$ cat src/rtl/hash_arbiter_if.sv
// Shared types and the bus interface of hash_arbiter.
// hash_arbiter_pkg holds the flow 5-tuple. hash_arbiter_if groups the
// requester, hash-unit and result signals. The slave modport is the arbiter
// side and the master modport is the surrounding logic.

package hash_arbiter_pkg;
   typedef struct packed {
      logic [31:0] sip;
      logic [31:0] dip;
      logic [15:0] sport;
      logic [15:0] dport;
      logic [7:0]  proto;
   } tuple_t;
endpackage

interface hash_arbiter_if #(
   parameter int NUM_REQ = 4,
   parameter int TAG_W   = 2
);
   import hash_arbiter_pkg::*;

   logic [NUM_REQ-1:0]       req_valid;
   logic [NUM_REQ-1:0]       req_ready;
   tuple_t [NUM_REQ-1:0]     req_tuple;
   logic [NUM_REQ-1:0][31:0] req_initval;

   logic                     hash_stall;
   tuple_t                   hash_tuple;
   logic [31:0]              hash_initval;
   logic                     hash_in_valid;
   logic                     hash_valid;
   logic [31:0]              hash_out;

   logic                     out_valid;
   logic                     out_ready;
   logic [31:0]              out_hash;
   logic [TAG_W-1:0]         out_tag;

   logic                     err_orphan;
   logic [NUM_REQ-1:0][31:0] stat_grant_cnt;

   modport slave (
      input  req_valid, req_tuple, req_initval, hash_valid, hash_out, out_ready,
      output req_ready, hash_stall, hash_tuple, hash_initval, hash_in_valid,
             out_valid, out_hash, out_tag, err_orphan, stat_grant_cnt
   );

   modport master (
      output req_valid, req_tuple, req_initval, hash_valid, hash_out, out_ready,
      input  req_ready, hash_stall, hash_tuple, hash_initval, hash_in_valid,
             out_valid, out_hash, out_tag, err_orphan, stat_grant_cnt
   );
endinterface

$ cat src/rtl/hash_arbiter.sv
// hash_arbiter: round-robin arbiter in front of a shared, pipelined hash unit.
// Each issue pushes its requester index into an in-order tag FIFO. The hash
// unit returns results in issue order, so the FIFO head is the tag of the
// current result.
// Optional feature: define HASH_ARB_STATS_EN to build saturating per-requester
// grant counters. Without the macro, stat_grant_cnt is tied to zero.
//
// state    | meaning
// ---------+----------------------------------------------------------------
// ST_FLUSH | drain the unreset hash pipeline for HASH_LAT cycles, no issue
// ST_RUN   | arbitrate, issue, tag and present results

module hash_arbiter
   import hash_arbiter_pkg::*;
#(
   parameter int NUM_REQ  = 4,
   parameter int TAG_W    = 2,
   parameter int HASH_LAT = 8
) (
   input  logic          clk,
   input  logic          rst,
   hash_arbiter_if.slave bus
);
   localparam int FIFO_DEPTH = HASH_LAT + 1;
   localparam int PTR_W      = $clog2(FIFO_DEPTH);
   localparam int CNT_W      = $clog2(FIFO_DEPTH + 1);
   localparam int FL_W       = $clog2(HASH_LAT + 1);

   typedef enum logic [0:0] {
      ST_FLUSH = 1'b0,
      ST_RUN   = 1'b1
   } state_t;

   state_t           state_q, state_d;
   logic [FL_W-1:0]  flush_cnt_q, flush_cnt_d;
   logic [TAG_W-1:0] ptr_q, ptr_d;
   logic [PTR_W-1:0] wr_ptr_q, wr_ptr_d;
   logic [PTR_W-1:0] rd_ptr_q, rd_ptr_d;
   logic [CNT_W-1:0] count_q, count_d;
   logic             err_orphan_q, err_orphan_d;
   logic [TAG_W-1:0] tag_mem_q [FIFO_DEPTH];
   logic [TAG_W-1:0] tag_mem_d [FIFO_DEPTH];

   logic               run;
   logic               stall;
   logic               found;
   logic [TAG_W:0]     cand;
   logic [TAG_W-1:0]   grant_idx;
   logic [NUM_REQ-1:0] grant;
   logic               push;
   logic               pop;
   logic               fifo_empty;
   logic               res_valid;

   function automatic logic [PTR_W-1:0] ptr_inc(input logic [PTR_W-1:0] p);
      if (p == PTR_W'(FIFO_DEPTH - 1)) begin
         return '0;
      end
      return p + 1'b1;
   endfunction

   // Flush sequencing and round-robin grant selection starting at ptr_q.
   always_comb begin
      state_d     = state_q;
      flush_cnt_d = flush_cnt_q;
      ptr_d       = ptr_q;
      stall       = 1'b0;
      found       = 1'b0;
      cand        = '0;
      grant_idx   = '0;
      grant       = '0;
      run         = (state_q == ST_RUN) && !rst;

      case (state_q)
         ST_FLUSH: begin
            flush_cnt_d = flush_cnt_q - 1'b1;
            if (flush_cnt_q == FL_W'(1)) begin
               state_d = ST_RUN;
            end
         end
         ST_RUN: begin
         end
         default: state_d = ST_FLUSH;
      endcase

      if (run) begin
         stall = bus.hash_valid & ~bus.out_ready;
         if (!stall) begin
            for (int i = 0; i < NUM_REQ; i++) begin
               cand = {1'b0, ptr_q} + (TAG_W+1)'(i);
               if (cand >= (TAG_W+1)'(NUM_REQ)) begin
                  cand = cand - (TAG_W+1)'(NUM_REQ);
               end
               if (!found && bus.req_valid[cand[TAG_W-1:0]]) begin
                  found     = 1'b1;
                  grant_idx = cand[TAG_W-1:0];
               end
            end
         end
         if (found) begin
            grant[grant_idx] = 1'b1;
            ptr_d = (grant_idx == TAG_W'(NUM_REQ - 1)) ? '0 : grant_idx + 1'b1;
         end
      end
   end

   // Issue mux, tag FIFO bookkeeping and result presentation.
   always_comb begin
      tag_mem_d    = tag_mem_q;
      fifo_empty   = (count_q == '0);
      push         = run & found;
      res_valid    = run & bus.hash_valid;
      pop          = res_valid & bus.out_ready & ~fifo_empty;
      wr_ptr_d     = wr_ptr_q;
      rd_ptr_d     = rd_ptr_q;
      err_orphan_d = err_orphan_q | (res_valid & fifo_empty);

      if (push) begin
         tag_mem_d[wr_ptr_q] = grant_idx;
         wr_ptr_d            = ptr_inc(wr_ptr_q);
      end
      if (pop) begin
         rd_ptr_d = ptr_inc(rd_ptr_q);
      end
      count_d = count_q + CNT_W'(push) - CNT_W'(pop);

      bus.req_ready     = grant;
      bus.hash_stall    = stall;
      bus.hash_in_valid = push;
      bus.hash_tuple    = rst ? '0 : bus.req_tuple[grant_idx];
      bus.hash_initval  = rst ? '0 : bus.req_initval[grant_idx];
      bus.out_valid     = res_valid;
      bus.out_hash      = res_valid ? bus.hash_out : '0;
      bus.out_tag       = (res_valid && !fifo_empty) ? tag_mem_q[rd_ptr_q] : '0;
      bus.err_orphan    = err_orphan_q & ~rst;
   end

   // State, arbitration pointer and tag FIFO control registers.
   always_ff @(posedge clk) begin
      if (rst) begin
         state_q      <= ST_FLUSH;
         flush_cnt_q  <= FL_W'(HASH_LAT);
         ptr_q        <= '0;
         wr_ptr_q     <= '0;
         rd_ptr_q     <= '0;
         count_q      <= '0;
         err_orphan_q <= 1'b0;
      end else begin
         state_q      <= state_d;
         flush_cnt_q  <= flush_cnt_d;
         ptr_q        <= ptr_d;
         wr_ptr_q     <= wr_ptr_d;
         rd_ptr_q     <= rd_ptr_d;
         count_q      <= count_d;
         err_orphan_q <= err_orphan_d;
      end
   end

   // Tag storage. Entries are only read between their push and their pop.
   always_ff @(posedge clk) begin
      tag_mem_q <= tag_mem_d;
   end

   // In-flight results never exceed HASH_LAT, so a push into a full FIFO
   // without a pop means the hash unit misbehaved.
   assert property (@(posedge clk) disable iff (rst)
      !(push && !pop && (count_q == CNT_W'(FIFO_DEPTH))));

`ifdef HASH_ARB_STATS_EN
   logic [NUM_REQ-1:0][31:0] stat_q, stat_d;

   // Saturating grant counters.
   always_comb begin
      stat_d = stat_q;
      for (int i = 0; i < NUM_REQ; i++) begin
         if (grant[i] && (stat_q[i] != 32'hFFFF_FFFF)) begin
            stat_d[i] = stat_q[i] + 32'd1;
         end
      end
   end

   // Counter registers, cleared by reset.
   always_ff @(posedge clk) begin
      if (rst) begin
         stat_q <= '0;
      end else begin
         stat_q <= stat_d;
      end
   end

   assign bus.stat_grant_cnt = rst ? '0 : stat_q;
`else
   assign bus.stat_grant_cnt = '0;
`endif

endmodule

$ cat src/flat_wrapper.sv
// flat-port wrapper written by rule: the top's interface ports become plain ports
module hash_arbiter_flat import hash_arbiter_pkg::*;
#(
   parameter int NUM_REQ  = 4,
   parameter int TAG_W    = 2,
   parameter int HASH_LAT = 8
)
  (clk, rst, bus_req_valid, bus_req_tuple, bus_req_initval, bus_hash_valid, bus_hash_out, bus_out_ready, bus_req_ready, bus_hash_stall, bus_hash_tuple, bus_hash_initval, bus_hash_in_valid, bus_out_valid, bus_out_hash, bus_out_tag, bus_err_orphan, bus_stat_grant_cnt);
  hash_arbiter_if #(.NUM_REQ(NUM_REQ), .TAG_W(TAG_W)) bus_i ();
  input  logic clk;
  input  logic rst;
  input wire logic [$bits(bus_i.req_valid)-1:0] bus_req_valid;
  input wire logic [$bits(bus_i.req_tuple)-1:0] bus_req_tuple;
  input wire logic [$bits(bus_i.req_initval)-1:0] bus_req_initval;
  input wire logic [$bits(bus_i.hash_valid)-1:0] bus_hash_valid;
  input wire logic [$bits(bus_i.hash_out)-1:0] bus_hash_out;
  input wire logic [$bits(bus_i.out_ready)-1:0] bus_out_ready;
  output wire logic [$bits(bus_i.req_ready)-1:0] bus_req_ready;
  output wire logic [$bits(bus_i.hash_stall)-1:0] bus_hash_stall;
  output wire logic [$bits(bus_i.hash_tuple)-1:0] bus_hash_tuple;
  output wire logic [$bits(bus_i.hash_initval)-1:0] bus_hash_initval;
  output wire logic [$bits(bus_i.hash_in_valid)-1:0] bus_hash_in_valid;
  output wire logic [$bits(bus_i.out_valid)-1:0] bus_out_valid;
  output wire logic [$bits(bus_i.out_hash)-1:0] bus_out_hash;
  output wire logic [$bits(bus_i.out_tag)-1:0] bus_out_tag;
  output wire logic [$bits(bus_i.err_orphan)-1:0] bus_err_orphan;
  output wire logic [$bits(bus_i.stat_grant_cnt)-1:0] bus_stat_grant_cnt;
  assign bus_i.req_valid = bus_req_valid;
  assign bus_i.req_tuple = bus_req_tuple;
  assign bus_i.req_initval = bus_req_initval;
  assign bus_i.hash_valid = bus_hash_valid;
  assign bus_i.hash_out = bus_hash_out;
  assign bus_i.out_ready = bus_out_ready;
  assign bus_req_ready = bus_i.req_ready;
  assign bus_hash_stall = bus_i.hash_stall;
  assign bus_hash_tuple = bus_i.hash_tuple;
  assign bus_hash_initval = bus_i.hash_initval;
  assign bus_hash_in_valid = bus_i.hash_in_valid;
  assign bus_out_valid = bus_i.out_valid;
  assign bus_out_hash = bus_i.out_hash;
  assign bus_out_tag = bus_i.out_tag;
  assign bus_err_orphan = bus_i.err_orphan;
  assign bus_stat_grant_cnt = bus_i.stat_grant_cnt;
  hash_arbiter #(.NUM_REQ(NUM_REQ), .TAG_W(TAG_W), .HASH_LAT(HASH_LAT)) u_core (.clk(clk), .rst(rst), .bus(bus_i));
endmodule
$ cat config.mk
export PLATFORM = sky130hd
export DESIGN_NAME = hash_arbiter_flat
export DESIGN_NICKNAME = d
export VERILOG_FILES = /design/src/rtl/hash_arbiter_if.sv /design/src/rtl/hash_arbiter.sv /design/src/flat_wrapper.sv
export SDC_FILE = /design/constraint.sdc
export NUM_CORES = 1
export LEC_CHECK = 0
export BUFFER_PORTS_ARGS = -buffer_cell sky130_fd_sc_hd__clkbuf_2
export CORE_AREA = 2 2 349 351
export CTS_BUF_LIST = sky130_fd_sc_hd__clkbuf_4
export DETAILED_ROUTE_END_ITERATION = 16
export DIE_AREA = 0 0 351 353
export PLACE_DENSITY = 0.34
export SYNTH_ARGS = -nofsm -noshare
export SYNTH_HDL_FRONTEND = slang
export SYNTH_SLANG_ARGS = --single-unit
$ cat constraint.sdc
create_clock -name clk -period 2.79 [get_ports clk]
set_clock_uncertainty 0.1 [all_clocks]
set_input_delay 0.279 -clock clk [delete_from_list [all_inputs] [get_ports clk]]
set_output_delay 0.279 -clock clk [all_outputs]
set_load 0.01 [all_outputs]
## After elaboration in Yosys (flattened, before gate mapping)

Index checks and enable logic that the tools add are counted.

| storage, ports and cells | value |
|---|---|
| flip-flop bits (word level) | 38 |
| input bits | 584 |
| output and inout bits | 306 |
| logic and storage cells | 144 |

| operators by class | value |
|---|---|
| add/sub/neg operators | 13 |
| $lt $le $gt $ge | 14 |
| eq/ne operators | 4 |
| muxes and demuxes | 70 |
| bitwise logic cells | 13 |
| reductions and logical operators | 14 |

Operators with widths:

| kind | number |
|---|---|
| $bmux W104 S2 | 1 |
| $mux W104 | 2 |
| $mux W32 | 3 |
| $bmux W32 S2 | 1 |
| $mux W2 | 24 |
| $mux W1 | 25 |
| $mux W4 | 6 |
| $bwmux W18 | 1 |
| $lt A2 B3 Y1 const B | 6 |
| $ge A5 B5 Y1 const B | 2 |
| $not A4 Y5 | 2 |
| $ge A3 B3 Y1 const B | 3 |
| $add A4 B1 Y4 const B | 2 |
| $bmux W1 S2 | 4 |
| $bmux W2 S4 | 1 |
| $demux W2 S4 | 1 |
| $eq A4 B4 Y1 const B | 2 |
| $sub A2 B1 Y2 const B | 4 |
| $and A1 B1 Y1 | 7 |
| $logic_and A1 B1 Y1 | 7 |
| $add A2 B2 Y3 const B | 2 |
| $logic_not A1 Y1 | 5 |
| $lt A5 B1 Y1 const B | 1 |
| $add A4 B1 Y4 | 1 |
| other kinds (13) | 15 |

## Depth between registers and ports, before layout

| depth | value |
|---|---|
| depth after elaboration | 30 |
| mapped depth | 12 |
| mapped depth without buffers | 11 |

## Worst setup path after synthesis

OpenSTA, ideal clock, no wires.

| timing | value |
|---|---|
| path type | register to register |
| from | register u_core.count_q[2] |
| to | register u_core.count_q[2] |
| library setup time | 0.128 ns |
| data arrival time | 2.347 ns |
| required time | 2.562 ns |
| slack | 0.216 ns |
| cell stages (with the launch flop) | 13 |
| buffers on the path | 1 |
| clock period less this slack | 2.574 ns |
| cells stage by stage | dfxtp_1 inv_1 ha_1 or3b_2 and3_1 buf_2 ha_1 inv_1 ha_1 inv_1 fa_1 xor2_1 nor2_1 |

| between the ends | value |
|---|---|
| longest elaborated chain between the ends | 4 |
| elaborated cells between the ends (all ways) | 5 |
| classes of those cells | add/sub: 2; bitwise: 2; reduce/logical: 1 |

Ends and longest elaborated chain:

| item | RTL line | RTL |
|---|---|---|
| start: declaration | hash_arbiter.sv:39 | `logic [CNT_W-1:0] count_q, count_d;` |
| start signal: assignment | hash_arbiter.sv:154 | `count_q <= count_d;` |
| $logic_not A4 Y1 | hash_arbiter.sv:110 | `fifo_empty = (count_q == '0);` |
| $not A1 Y1 | hash_arbiter.sv:113 | `pop = res_valid & bus.out_ready & ~fifo_empty;` |
| $and A1 B1 Y1 | hash_arbiter.sv:113 |  |
| via u_core.pop | hash_arbiter.sv:51 | `logic pop;` |
| $sub A4 B1 Y4 | hash_arbiter.sv:125 | `count_d = count_q + CNT_W'(push) - CNT_W'(pop);` |

The timed path passes the listed nets, and every way through them passes these cells.
A chain may end at the register's enable or synchronous reset.

## Worst setup path in the final report

| timing | value |
|---|---|
| from | register u_core.ptr_q[1] |
| to | output bus_hash_tuple[8] |

| between the ends | value |
|---|---|
| longest elaborated chain between the ends | 28 |
| elaborated cells between the ends (all ways) | 56 |
| classes of those cells | add/sub: 7; order compare: 4; mux: 39; reduce/logical: 6 |

Ends and longest elaborated chain:

| item | RTL line | RTL |
|---|---|---|
| start: declaration | hash_arbiter.sv:36 | `logic [TAG_W-1:0] ptr_q, ptr_d;` |
| start signal: assignment | hash_arbiter.sv:151 | `ptr_q <= ptr_d;` |
| $ge A2 B3 Y1 / $sub A2 B1 Y2 (equally long branches) | hash_arbiter.sv:91, hash_arbiter.sv:92 |  |
| $mux W2 | hash_arbiter.sv:91 | `if (cand >= (TAG_W+1)'(NUM_REQ)) begin` |
| $mux W2 | hash_arbiter.sv:88 | `if (!stall) begin` |
| $mux W2 | hash_arbiter.sv:86 | `if (run) begin` |
| $bmux W1 S2 | hash_arbiter.sv:94 | `if (!found && bus.req_valid[cand[TAG_W-1:0]]) begin` |
| $mux W1 (implied by the code) | hash_arbiter.sv:94 |  |
| $mux W1 | hash_arbiter.sv:94 |  |
| $mux W1 | hash_arbiter.sv:88 |  |
| [... 11 more ...] | - |  |
| $logic_not A1 Y1 | hash_arbiter.sv:94 |  |
| $logic_and A1 B1 Y1 | hash_arbiter.sv:94 |  |
| $mux W2 * | hash_arbiter.sv:94 |  |
| $mux W2 * | hash_arbiter.sv:88 |  |
| $mux W2 * (2 in series) | hash_arbiter.sv:86 |  |
| $bmux W104 S2 * | hash_arbiter.sv:130 | `bus.hash_tuple = rst ? '0 : bus.req_tuple[grant_idx];` |
| $mux W104 (implied by the code) * | hash_arbiter.sv:130 |  |
| $mux W104 * | hash_arbiter.sv:130 |  |
| end: declaration | flat_wrapper.sv:20 | `output wire logic [$bits(bus_i.hash_tuple)-1:0] bus_hash_tuple;` |

Every way passes the cells marked *; elsewhere a longest branch is shown, timed or not. The select of a mux whose other input is x is not followed.

==> results.txt <==
# hold bufs at CTS = 0
top-area cell type share of the netlist area = 0.253
HPWL after DPL = 48800 um
RSZ-0062 raised after global routing = yes
Compound-Gate Fraction of Synth Area = 0.288
initial antenna violation count = 7
Post-Syn Instances = 854
simple-gate share of the synthesized area = 0.0902
Setup crit end kind = primary output
Tightest Hold Check Type = primary input to flip-flop
Worst Hold Launch = rst
residual DRC count = 0
Syn Area/Cell = 7.84 um^2
CP Data Arrival Time = 2.51 ns
Synth Register Bits = 38
Syn Std Cell Area = 0.00670 mm^2
Avg WL per Cell = 18.7 um
pwr dens = 246 mW/mm^2
Required @ worst endpoint = 2.41 ns
Yosys top cell by area = o22ai_1
Placement Rows = 128
mux share of post-synthesis cell area = 0.221
async set-reset flop share out of synthesis = 0
Critical Path Source = u_core.ptr_q[1]
Crit Path Class = flip-flop to primary output
final worst slack = -0.0981 ns
Synth Warn # = 0
Final setup viols = 59
failing checks = setup timing
largest net degree at the start of global routing = 44
final setup TNS = -2.07 ns
crit-path max FO = 6
predominant post-synthesis flop cell = dfxtp_1
drt first pass iters = 4
fraction of layout cells with a size suffix above 1 = 0.597
largest family of logic cells by synthesized area = compound AO/OA/AOI/OAI gates
Seq. cell area = 945 um^2
CTS root buffer = clkbuf_4
H-tree Lvls = 2
nature of the critical path startpoint = flip-flop
GRT Total Usage = 0.0841
core area = 0.121 mm^2
headroom to the max-slew limit = 0.657
Non-Filler Instances = 3310
EDFF count, synth = 18
Num CTS Buffers = 5
Peak Freq = 346 MHz
Post-DRT Antenna Nets = 0
CTS tree = done
final hold viol count = 0
most frequent cell after synthesis = o22ai_1
Slew @ Worst Pin = 0.509 ns
Power, Total = 3580 uW
clk sinks = 38
total gr overflow = 0
setup slack, reg-to-reg = 0.22 ns
register area share after synthesis = 0.140
Post-Route WL = 62000 um
Multi-input gate area = 0.00543 mm^2
Layout Area Growth over Synthesis = 118%
fin crit share = 1.04
chip height = 353 um
maxcap violations = 0
Clk pin slew, worst setup/hold paths = 0.13 ns
number of global-route vias before repair = 9749
Final Critical Period = 2.89 ns
I/O pin cnt = 890
Post-Place Cells = 3245
Synth cell types = 51
top cells by count, synth = o22ai_1 (271), buf_4 (140), mux2i_1 (139)
via/cell ratio = 3.01
DR iter-0 viols = 518
Area contributors post-synth = o22ai_1 (25%), mux2i_1 (21%), buf_4 (16%), edfxtp_1 (8.1%), dfxtp_1 (6.0%)
xor and xnor area share after synthesis = 0.00654
first-pass GRT wire length = 73900 um
PortBufs = 761
Pleak = 0.00645 uW
via count = 9957
Layout Nets = 2281
status = finished with violations
CTS Buffer Depth = 2
Clk Latency, worst-skew pair = 0.36 ns
RePlAce Congestion = 0.805
DIE AREA = 0.124 mm^2
fill count = 14105
adder-cell share of the synthesized area = 0.0347
Slew Limit Fails = 0
Die Width = 351 um
Initial Util = 0.0555
worst vdd ir = 0.260 mV
reg2reg start = u_core.count_q[2]
## through the flow
step           utilization  hold WS [ns]  cell area, um^2  worst slack, ns
2_1_floorplan            -         0.366             7180            0.216
3_3_place_gp         0.104         0.391            12600          -0.0638
3_5_place_dp         0.104         0.391            12600           -0.127
4_1_cts              0.113         0.109            13600           -0.127
5_1_grt              0.121         0.129            14600           -0.213
6_report             0.121         0.121            14600          -0.0981
## flip-flops by register name, summed over array words and instances (netlist names)
register and flops:
u_core.rd_ptr_q 4, u_core.err_orphan_q 1, u_core.count_q 4, u_core.ptr_q 2, u_core.wr_ptr_q 4, u_core.flush_cnt_q 4
u_core.state_q 1, u_core.tag_mem_q 18
## power breakdown
group | leakage (uW) | internal (uW) | switching [uW]
clock network | 0.0000554 | 280 | 205
registers | 0.000354 | 609 | 23.8
logic | 0.00604 | 1140 | 1330
## layout make-up
cell class,count,area share
Clock inverter,3,0.00472
Tap cell,1625,0.139
Inverter,20,0.00515
Timing Repair Buffer,908,0.411
Antenna cell,5,0.000858
Clock buffer,5,0.00257
Multi-Input combinational cell,706,0.372
Sequential cell,38,0.0648
## logic make-up after synthesis
family / after synthesis
compound gates: 305
buf+inv: 237
mux: 143
simple gates: 107
flops: 38
fa+ha+maj: 18
xor+xnor: 5
other cells: 1
## layout by cell type (no fill, tap or decap), types with 7 or more instances in the layout
master / count
clkbuf_2: 732
o22ai_1: 220
conb_1: 128
mux2i_1: 120
buf_4: 61
and2_1: 43
o22ai_2: 31
buf_12: 28
buf_6: 27
o22ai_4: 20
nor2_1: 20
buf_2: 20
inv_1: 19
dfxtp_1: 19
edfxtp_1: 18
ha_1: 17
buf_16: 16
nand2_1: 15
buf_8: 14
mux2i_2: 12
a21oi_1: 11
clkbuf_16: 10
mux2i_4: 7
## final timing paths
kind / endpoint / depth (start not counted)
setup / recovery: bus_hash_tuple[8] / 9
hold / removal: u_core.ptr_q[1] / 3
setup reg to reg: u_core.count_q[2] / 11
hold reg to reg: u_core.flush_cnt_q[3] / 2
## timing repair
item | CTS | global route
resized for setup | 117 | 115
buffers inserted | 14 | 19
pin swaps | 34 | 21
cloned | 8 | 15
setup endpoints to repair | 137 | 140
## routing by layer
| metal | GRT usage | wire (um) | part of all wire | vias to the layer above |
|---|---|---|---|---|
| li1 | - | - | - | 4691 |
| met1 | 0.100 | 24600 | 0.40 | 4671 |
| met2 | 0.155 | 30800 | 0.50 | 535 |
| met3 | 0.0116 | 4360 | 0.070 | 60 |
| met4 | 0.0241 | 2160 | 0.035 | 0 |
| met5 | 0 | 0 | 0 | - |
## critical path, stage by stage (launching register included)
cell and delay [ns]:
dfxtp_4 0.39, mux2i_1 0.22, nor2_2 0.12, or3_4 0.49, buf_12 0.18, clkbuf_16 0.17, o22ai_1 0.15, buf_4 0.17
o22ai_2 0.09, clkbuf_2 0.14
(Power assumes the default switching activity.)
